--- src/rtl/la_ioinput_ctrl.sv ---
// la_ioinput_ctrl: staggered ie sequencer, per-pad cfg registers and z synchronizers
// for a bank of N input pads. Define LA_IOINPUT_FILTER_EN to add a per-pad glitch filter on din.

module la_ioinput_ctrl #(
  parameter int              N         = 4,
  parameter int              CFGW      = 16,
  parameter logic [CFGW-1:0] CFG_RESET = '0,
  parameter int              STAGGER   = 8,
  parameter int              FILT      = 4,
  localparam int             AW        = (N > 1) ? $clog2(N) : 1
) (
  input  logic              clk,
  input  logic              reset,
  input  logic              start,
  input  logic              stop,
  input  logic              wr_valid,
  output logic              wr_ready,
  input  logic [AW-1:0]     wr_addr,
  input  logic [CFGW-1:0]   wr_data,
  output logic              busy,
  output logic              done,
  output logic [N-1:0]      ie,
  output logic [N*CFGW-1:0] cfg,
  input  logic [N-1:0]      z,
  output logic [N-1:0]      din
);

  localparam int IW = $clog2(N) + 1;
  localparam int SW = (STAGGER > 1) ? $clog2(STAGGER) : 1;
  localparam logic [SW-1:0] STG_LAST = SW'(STAGGER - 1);
  localparam logic [IW-1:0] IDX_TOP  = IW'(N - 1);
  localparam logic [IW-1:0] IDX_DIS0 = (N > 1) ? IW'(N - 2) : IW'(0);

  typedef enum logic [1:0] {
    ST_IDLE    = 2'd0,
    ST_ENABLE  = 2'd1,
    ST_ACTIVE  = 2'd2,
    ST_DISABLE = 2'd3
  } state_t;

  if (N < 1 || N > 32 || STAGGER < 1 || FILT < 2) begin : g_bad_param
    $error("la_ioinput_ctrl: parameter out of range");
  end

  state_t              state_r;
  state_t              state_s;
  logic [N-1:0]        ie_r;
  logic [N-1:0]        ie_s;
  logic [IW-1:0]       idx_r;
  logic [IW-1:0]       idx_s;
  logic [SW-1:0]       stg_r;
  logic [SW-1:0]       stg_s;
  logic                busy_r;
  logic                done_r;
  logic                wr_ready_r;
  logic                wr_en_s;
  logic [N*CFGW-1:0]   cfg_r;
  logic [N-1:0]        sync1_r;
  logic [N-1:0]        sync2_r;

  function automatic logic [N-1:0] pad_mask(input logic [IW-1:0] idx);
    logic [N-1:0] m;
    for (int i = 0; i < N; i++) begin
      m[i] = (idx == IW'(i));
    end
    return m;
  endfunction

  // state register
  always_ff @(posedge clk) begin
    if (reset) begin
      state_r <= ST_IDLE;
    end else begin
      state_r <= state_s;
    end
  end

  // next-state: leave ENABLE/DISABLE once the last pad of the ramp has switched
  always_comb begin
    state_s = state_r;
    case (state_r)
      ST_IDLE: begin
        if (start) state_s = ST_ENABLE;
        else       state_s = ST_IDLE;
      end
      ST_ENABLE: begin
        if (ie_r[N-1]) state_s = ST_ACTIVE;
        else           state_s = ST_ENABLE;
      end
      ST_ACTIVE: begin
        if (stop) state_s = ST_DISABLE;
        else      state_s = ST_ACTIVE;
      end
      ST_DISABLE: begin
        if (!ie_r[0]) state_s = ST_IDLE;
        else          state_s = ST_DISABLE;
      end
      default: state_s = ST_IDLE;
    endcase
  end

  // ramp datapath: idx is the next pad to switch, stg counts cycles between switches
  always_comb begin
    ie_s  = ie_r;
    idx_s = idx_r;
    stg_s = stg_r;
    case (state_r)
      ST_IDLE: begin
        if (start) begin
          ie_s  = pad_mask(IW'(0));
          idx_s = IW'(1);
          stg_s = '0;
        end else begin
          stg_s = '0;
        end
      end
      ST_ENABLE: begin
        if (ie_r[N-1]) begin
          stg_s = '0;
        end else if (stg_r == STG_LAST) begin
          ie_s  = ie_r | pad_mask(idx_r);
          idx_s = idx_r + IW'(1);
          stg_s = '0;
        end else begin
          stg_s = stg_r + SW'(1);
        end
      end
      ST_ACTIVE: begin
        if (stop) begin
          ie_s  = ie_r & ~pad_mask(IDX_TOP);
          idx_s = IDX_DIS0;
          stg_s = '0;
        end else begin
          stg_s = '0;
        end
      end
      ST_DISABLE: begin
        if (!ie_r[0]) begin
          stg_s = '0;
        end else if (stg_r == STG_LAST) begin
          ie_s  = ie_r & ~pad_mask(idx_r);
          idx_s = idx_r - IW'(1);
          stg_s = '0;
        end else begin
          stg_s = stg_r + SW'(1);
        end
      end
      default: begin
        ie_s  = '0;
        idx_s = '0;
        stg_s = '0;
      end
    endcase
  end

  // ramp registers and status flags, all derived from the upcoming state
  always_ff @(posedge clk) begin
    if (reset) begin
      ie_r       <= '0;
      idx_r      <= '0;
      stg_r      <= '0;
      busy_r     <= 1'b0;
      done_r     <= 1'b0;
      wr_ready_r <= 1'b1;
    end else begin
      ie_r       <= ie_s;
      idx_r      <= idx_s;
      stg_r      <= stg_s;
      busy_r     <= (state_s == ST_ENABLE) || (state_s == ST_DISABLE);
      done_r     <= (state_s == ST_ACTIVE);
      wr_ready_r <= (state_s == ST_IDLE) || (state_s == ST_ACTIVE);
    end
  end

  assign wr_en_s = wr_valid & wr_ready_r;

  // cfg registers; an out-of-range address matches no pad and is dropped
  always_ff @(posedge clk) begin
    if (reset) begin
      cfg_r <= {N{CFG_RESET}};
    end else begin
      for (int i = 0; i < N; i++) begin
        if (wr_en_s && (wr_addr == AW'(i))) begin
          cfg_r[i*CFGW +: CFGW] <= wr_data;
        end
      end
    end
  end

  // two-flop synchronizer, gated by the upcoming ie so din is 0 whenever ie is 0
  always_ff @(posedge clk) begin
    if (reset) begin
      sync1_r <= '0;
      sync2_r <= '0;
    end else begin
      sync1_r <= z & ie_s;
      sync2_r <= sync1_r & ie_s;
    end
  end

`ifdef LA_IOINPUT_FILTER_EN
  localparam int FW = $clog2(FILT + 1);
  localparam logic [FW-1:0] FILT_LAST = FW'(FILT - 1);

  logic [FW-1:0] fcnt_r [N];
  logic [N-1:0]  din_r;

  // glitch filter: din flips on the FILT-th consecutive differing sample
  always_ff @(posedge clk) begin
    if (reset) begin
      for (int i = 0; i < N; i++) begin
        fcnt_r[i] <= '0;
      end
      din_r <= '0;
    end else begin
      for (int i = 0; i < N; i++) begin
        if (!ie_s[i]) begin
          fcnt_r[i] <= '0;
          din_r[i]  <= 1'b0;
        end else if (sync2_r[i] != din_r[i]) begin
          if (fcnt_r[i] == FILT_LAST) begin
            fcnt_r[i] <= '0;
            din_r[i]  <= sync2_r[i];
          end else begin
            fcnt_r[i] <= fcnt_r[i] + FW'(1);
          end
        end else begin
          fcnt_r[i] <= '0;
        end
      end
    end
  end

  assign din = din_r;
`else
  assign din = sync2_r;
`endif

  assign ie       = ie_r;
  assign cfg      = cfg_r;
  assign busy     = busy_r;
  assign done     = done_r;
  assign wr_ready = wr_ready_r;

endmodule

--- config.mk ---
export PLATFORM = sky130hd
export DESIGN_NAME = la_ioinput_ctrl
export DESIGN_NICKNAME = d
export VERILOG_FILES = /design/src/rtl/la_ioinput_ctrl.sv
export SDC_FILE = /design/constraint.sdc
export NUM_CORES = 1
export LEC_CHECK = 0
export CAP_MARGIN = 20
export CORE_ASPECT_RATIO = 0.9
export CORE_MARGIN = 1
export CORE_UTILIZATION = 50
export DETAILED_ROUTE_END_ITERATION = 7
export DONT_BUFFER_PORTS = 1
export PLACE_DENSITY = 0.65
export SYNTH_ARGS = -nofsm -noshare
export SYNTH_HDL_FRONTEND = slang
export SYNTH_SLANG_ARGS = --single-unit
--- constraint.sdc ---
create_clock -name clk -period 4.5 [get_ports clk]
set_input_delay 1.125 -clock clk [delete_from_list [all_inputs] [get_ports clk]]
set_output_delay 1.125 -clock clk [all_outputs]
set_load 0.05 [all_outputs]
-- Word level (Yosys, flattened, before mapping)
Index checks and enable logic that the tools add are counted.
- register bits after elaboration: 87
- bits of input ports: 27
- word-level logic and storage cells: 76
- add/subtract/negate cells: 3
- equality and inequality tests: 19
- multiplexer cells: 23
- bitwise logic cells: 6
- reductions and logical operators: 12
- operators by type and width (kind ; number):
    2-to-1 mux 3 bit ; 9
    2-to-1 mux 4 bit ; 6
    case mux 4 bit (4 select lines) ; 1
    bitwise AND 4 bit ; 3
    equality test 2 bit (second input constant) ; 6
    != test 2 bit (second input constant) ; 6
    case mux 3 bit (4 select lines) ; 1
    case mux 3 bit (3 select lines) ; 1
    case mux 2 bit (4 select lines) ; 1
    adder 3 x 1 -> 3 bit (second input constant) ; 2
    equality test 2 x 1 -> 1 bit (second input constant) ; 3
    equality test 3 x 2 -> 1 bit (second input constant) ; 2
    zero test 2 bit ; 3
    AND reduction 6 bit ; 1
    logical AND 1 bit ; 4
    2-to-1 mux 2 bit ; 2
    inverter 4 bit ; 1
    OR 4 bit ; 1
    equality test 3 x 1 -> 1 bit (second input constant) ; 1
    equality test 3 bit (second input constant) ; 1
    zero test 3 bit ; 1
    subtractor 3 x 1 -> 3 bit (second input constant) ; 1
    logical OR 1 bit ; 2
    2-to-1 mux 1 bit ; 2
    2 further kinds ; 2

-- Depth between registers and ports, before layout
Gate-level depths: netlist (run 1).
- depth after elaboration: 7
- mapped depth: 6
- depth with buffers taken out: 5

-- Worst setup path before layout (run 1)
Ideal clock, no wire load.
- path type: input -> register
- start point: in wr_valid
- end point: reg cfg_r[54], in the netlist cfg[54]
- setup time: 0.070 ns
- arrival time: 1.942 ns
- data required time: 4.430 ns
- slack: 2.488 ns
- stages on the path: 5
- buffers on the path: 2
- path through: buf_2 nand4_1 clkbuf_1 nand2_1 a21oi_1
- longest elaborated chain between the ends: 2
- RTL lines (what ; line ; source):
    start: declaration ; 16 ; input logic wr_valid,
    bitwise AND 1 bit ; 175 ; assign wr_en_s = wr_valid & wr_ready_r;
    logical AND 1 bit ; 183 ; if (wr_en_s && (wr_addr == AW'(i))) begin
    end signal: assignment ; 180 ; cfg_r <= {N{CFG_RESET}};
    end signal: indexed assignment ; 184 ; cfg_r[i*CFGW +: CFGW] <= wr_data;
    end: declaration ; 57 ; logic [N*CFGW-1:0] cfg_r;
Every way passes these cells.
A chain may end at the register's enable or synchronous reset.

==> run metrics, run 1 <==
worst path required time=3.38 ns; Post-CTS Setup Bufs=0; Period minus WS final=2.386 ns; Yosys warnings=0; die width=88.92 µm; Synth Instances=399; clock latency on the worst-skew pair=0.35 ns; clock network fraction of total power=35.9%; DRC Markers=0; Routed WL=7899 µm; sequential element share of the synthesized area=50.64%; Final GP Congestion=0.7912; flop and latch count out of synthesis=86; Max-Cap Viols=0; sw power=398.2 µW; worst setup margin=2.114 ns; crit share post-route=53.03%; vias per cell=5.459; layout cell share with drive strength beyond 1=5.656%; largest cells by area after synthesis=dfxtp_1 51%, nand2_1 15%, a21oi_1 10%; row count=28; antenna viol nets, final=0; Seq pwr share=59.5%; Fin Hold WS=0.4250 ns; Finished Layout Cells=479; largest net degree at the start of global routing=78; final setup TNS=0 ns; placed insts=464; clk slew on worst S/H paths=0.08 ns; status=complete, no violations; Comb power frac=4.6%; Tot Pwr=1.477 mW; first-pass GRT wire length=12340 µm; core area=0.006586 mm²; Max Fclk=0.4191 GHz; Setup CP Type=reg2out; Critical Path AT=1.26 ns; clk sinks=86; Mapped Nets=435; Die Ht=80.23 µm; Post-Syn Area=0.003400 mm²; drt pass-1 iters=4; largest area contributor in the netlist=dfxtp_1; FFs w/ async S/R, synth=0%; Distinct cells, synth=49; Layout Nets=421; Inserted Diodes=0; Initial Utilization=51.61%; mean post-synth cell area=8.520 µm²; I/O pins=102; grt ovf=0; setup violators final=0; die area=0.007133 mm²; Least-Margin Pin Slew=0.9023 ns; HPWL Detailed=5364 µm; vias in the first global route=2427; Total Routing Usage GR=23.17%; pre-CTS WS=2.226 ns; relative slew slack=39.76%; Slew Viols, Final=0; critical path launch point type=flip-flop; Synth top area share=50.64%; Sw Ratio=26.96%; fill cell count=634; post_cts resized=0; Worst Setup End Kind=output pin; Routed WL per cell=16.49 µm; routed via count=2615; critical path peak fanout=16; 1st-iter DRT viols=158; RSZ-0062 raised after global routing=false; class of the worst hold path=reg2reg; Post-synth EDFFs=0; CTS tree=done; initial antenna violation count=0; clock skew=0.01035 ns; Hold Fails Final Rpt=0; Layout area overhead=5.079%; Int Pwr=1.079 mW; prevailing post-synth register cell=dfxtp_1; Leak=1.228 nW; root buf cell=clkbuf_8; CTS Buf Count=9; Hold Buf Count CTS=0; clock tree buffer depth=2; Peak VDD IR=0.1749 mV; H-tree levels=3; Pwr per Cell Area=413.5 mW/mm²; # port buffers=0
[synth_stat cells, drive strengths merged, types with 4 or more instances]
cell type    n
dfxtp       86
nand2b       5
nor4b        4
nand3        5
a21oi       70
nand2      136
ha           9
nor2b        5
inv          5
clkbuf       6
buf         19
[layout by cell type, fill, tap and decap left out, types with 2 or more instances in the layout]
master,n
and4b_1,2
and4_1,2
a21oi_1,70
mux2i_1,2
ha_1,9
nand4_1,3
nand2_1,136
nor2_1,3
nand2b_1,4
clkbuf_8,10
nand4b_1,3
a31oi_1,2
nor3b_1,3
inv_1,4
a21boi_1,3
o31ai_1,2
o211ai_1,2
nor2b_1,5
nor4b_1,3
clkinv_2,2
dfxtp_1,86
nand3_1,5
o21ai_0,2
[cell families after synthesis]
logic type | count (synthesis) | share of synthesized area [%]
compound gates | 88 | 15.64
xor+xnor | 1 | 0.2577
fa+ha+maj | 9 | 3.313
buf+inv | 31 | 4.453
flops | 86 | 50.64
mux | 3 | 1.030
simple gates | 181 | 24.66
[layer usage]
layer	share of wire (%)	track usage [%]	vias up
met1	43	27.10	1191
met4	1.3	8.065	0
met2	45	36.69	100
met5	0	0	-
li1	-	-	1313
met3	11	11.31	11
[worst paths after layout]
check                           startpoint        to  depth (start not counted)  slack [ns]
worst max-delay path            state_r[0]      busy                          0        2.11
worst min-delay path              stg_r[0]  stg_r[0]                          1        0.42
worst max register to register    wr_ready   cfg[11]                          3        2.51
worst min register to register    stg_r[0]  stg_r[0]                          1        0.42
[power groups by stage]
| stage | logic [mW] | registers, mW | clock network [mW] |
|---|---|---|---|
| after global placement | 0.0656 | 0.897 | 0 |
| after detailed placement | 0.0676 | 0.898 | 0 |
| final | 0.0674 | 0.879 | 0.530 |
| after global routing | 0.0781 | 0.884 | 0.576 |
| after floorplan | 0.0727 | 0.888 | 0 |
| after CTS | 0.0677 | 0.880 | 0.542 |
[through the flow]
stage	util (%)	instance area [µm²]
6_report	54.24	3572
3_5_place_dp	51.37	3383
3_3_place_gp	51.37	3383
4_1_cts	54.24	3572
2_1_floorplan	-	3400
5_1_grt	54.24	3572
[flip-flops by register name, summed over array words and instances (netlist names)]
signal and flops:
state_r 2, din 4, ie 4, stg_r 3
sync1_r 4, idx_r 3, done 1, wr_ready 1
cfg 64
[area by class of cell]
class	count	area (µm²)	share of cell area (%)
well taps	90	112.6	3.152
inverters	6	22.52	0.6305
clock buffers	11	141.4	3.958
multi-input cells	282	1526	42.73
flip-flops and latches	86	1722	48.20
clock inverters	4	47.55	1.331
Note: power is estimated with default switching activity, not from simulation.
==> run 2: changes to the inputs <==
- clock period: 4.5 -> 2.4 ns (I/O delays scaled with it)
==> run 2 against run 1 <==
Compared with the run above: power increased by 99%; cell count increased by 1.0%; setup slack got worse by 1.6 ns; sequential cell count unchanged; hold slack got worse by 0.11 ns; die area unchanged; core utilization increased by 1.1 points; combinational power increased by 110%; critical path depth increased by 3; critical path type is now reg2reg; critical endpoint is now idx_r[2]; largest power group unchanged.
==> run metrics, run 2 (synthesis gave the netlist of run 1 again) <==
status=complete, no violations; Layout area overhead=7.140%; DRC Markers=0; die area=0.007133 mm²; grt ovf=0; Worst Setup End Kind=flip-flop; Least-Margin Pin Slew=0.8934 ns; clk sinks=86; fill cell count=645; CTS tree=done; RSZ-0062 raised after global routing=false; root buf cell=clkbuf_8; critical path peak fanout=16; Max-Cap Viols=0; worst hold stages=1; Period minus WS final=1.893 ns; hold_sp=reset; crit share post-route=78.86%; Max Fclk=0.5284 GHz; setup violators final=0; Finished Layout Cells=484; reg2reg end=idx_r[2]; Setup CP Type=reg2reg; final setup TNS=0 ns; worst r2r src=state_r[0]; critical path launch point type=flip-flop; Peak VDD IR=0.4496 mV; Slew Viols, Final=0; most common cell after layout, fill and taps aside=nand2_1; Leak=1.267 nW; HPWL Detailed=5417 µm; vias per cell=5.490; clock tree buffer depth=2; layout cell share with drive strength beyond 1=7.107%; Inserted Diodes=0; fin util=55.30%; clk slew on worst S/H paths=0.09 ns; clock skew=0.01087 ns; clock latency on the worst-skew pair=0.36 ns; 1st-iter DRT viols=138; worst setup margin=0.5074 ns; CTS Buf Count=9; Total Routing Usage GR=22.97%; Hold Fails Final Rpt=0; drt pass-1 iters=4; most frequent cells in the layout=136 x nand2_1, 86 x dfxtp_1, 70 x a21oi_1; vias in the first global route=2396; Routed WL=7984 µm; I/O pins=102; initial antenna violation count=0; post_cts resized=0; antenna viol nets, final=0; die width=88.92 µm; row count=28; first-pass GRT wire length=12120 µm; pre-CTS WS=0.5593 ns; largest net degree at the start of global routing=78; Pwr per Cell Area=805.4 mW/mm²; max FFs per register=64; Hold Buf Count CTS=0; # port buffers=0; H-tree levels=3; final instance area=0.003642 mm²; Layout Nets=425; Routed WL per cell=16.50 µm; routed via count=2657; Post-CTS Setup Bufs=0; core area=0.006586 mm²; worst path required time=2.67 ns; Reg2Reg Depth=3; Critical Path AT=2.17 ns; Initial Utilization=51.61%; WHS Endpoint=cfg[55]; R2R setup slack=0.51 ns; placed insts=468; Placement Cell Area=0.003413 mm²; class of the worst hold path=in2reg; relative slew slack=40.36%; Die Ht=80.23 µm; Final GP Congestion=0.8355
## run 2: worst max-delay path, stage by stage, from the launching register on
cell and delay [ns]:
dfxtp_1 0.91, inv_1 0.31, a32oi_4 0.36, mux2i_1 0.23
## run 2: per-stage QoR
stage	hold slack (ns)	power (mW)
finish	0.3153	2.934
global route	0.2911	3.035
CTS	0.2841	2.960
detailed placement	0.4184	1.817
global placement	0.4158	1.811
floorplan	0.4072	1.801
## run 2: routing by layer
metal	up-vias	global-route usage (%)	routed length, µm
li1	1319	-	-
met1	1236	30.15	3628
met2	95	34.54	3593
met3	7	8.530	700
met4	0	7.742	62
met5	-	0	0
## run 2: how the worst max path moves through the flow
stage | start | to | slack (ns) | depth (start not counted)
6_report | state_r[0] | idx_r[2] | 0.51 | 3
5_1_grt | state_r[0] | idx_r[2] | 0.38 | 3
4_1_cts | state_r[0] | idx_r[2] | 0.53 | 3
3_5_place_dp | state_r[0] | idx_r[2] | 0.56 | 3
3_3_place_gp | state_r[0] | idx_r[1] | 0.64 | 3
2_1_floorplan | wr_ready | cfg[54] | 0.84 | 6
## run 2: power by group
part | leakage (nW) | switching (mW) | internal [mW]
logic | 0.452 | 0.0860 | 0.0561
clock network | 0.117 | 0.529 | 0.622
registers | 0.698 | 0.170 | 1.47
total | 1.27 | 0.786 | 2.15
## run 2: area by class of cell
| class | instances | area [µm²] | share of cell area, % |
|---|---|---|---|
| tap | 90 | 112.6 | 3.092 |
| clock inverter | 6 | 91.34 | 2.508 |
| inverter | 6 | 22.52 | 0.6183 |
| sequential | 86 | 1722 | 47.27 |
| clock buffer | 10 | 137.6 | 3.779 |
| multi-input combinational | 282 | 1526 | 41.91 |
| timing repair buffer | 4 | 30.03 | 0.8245 |
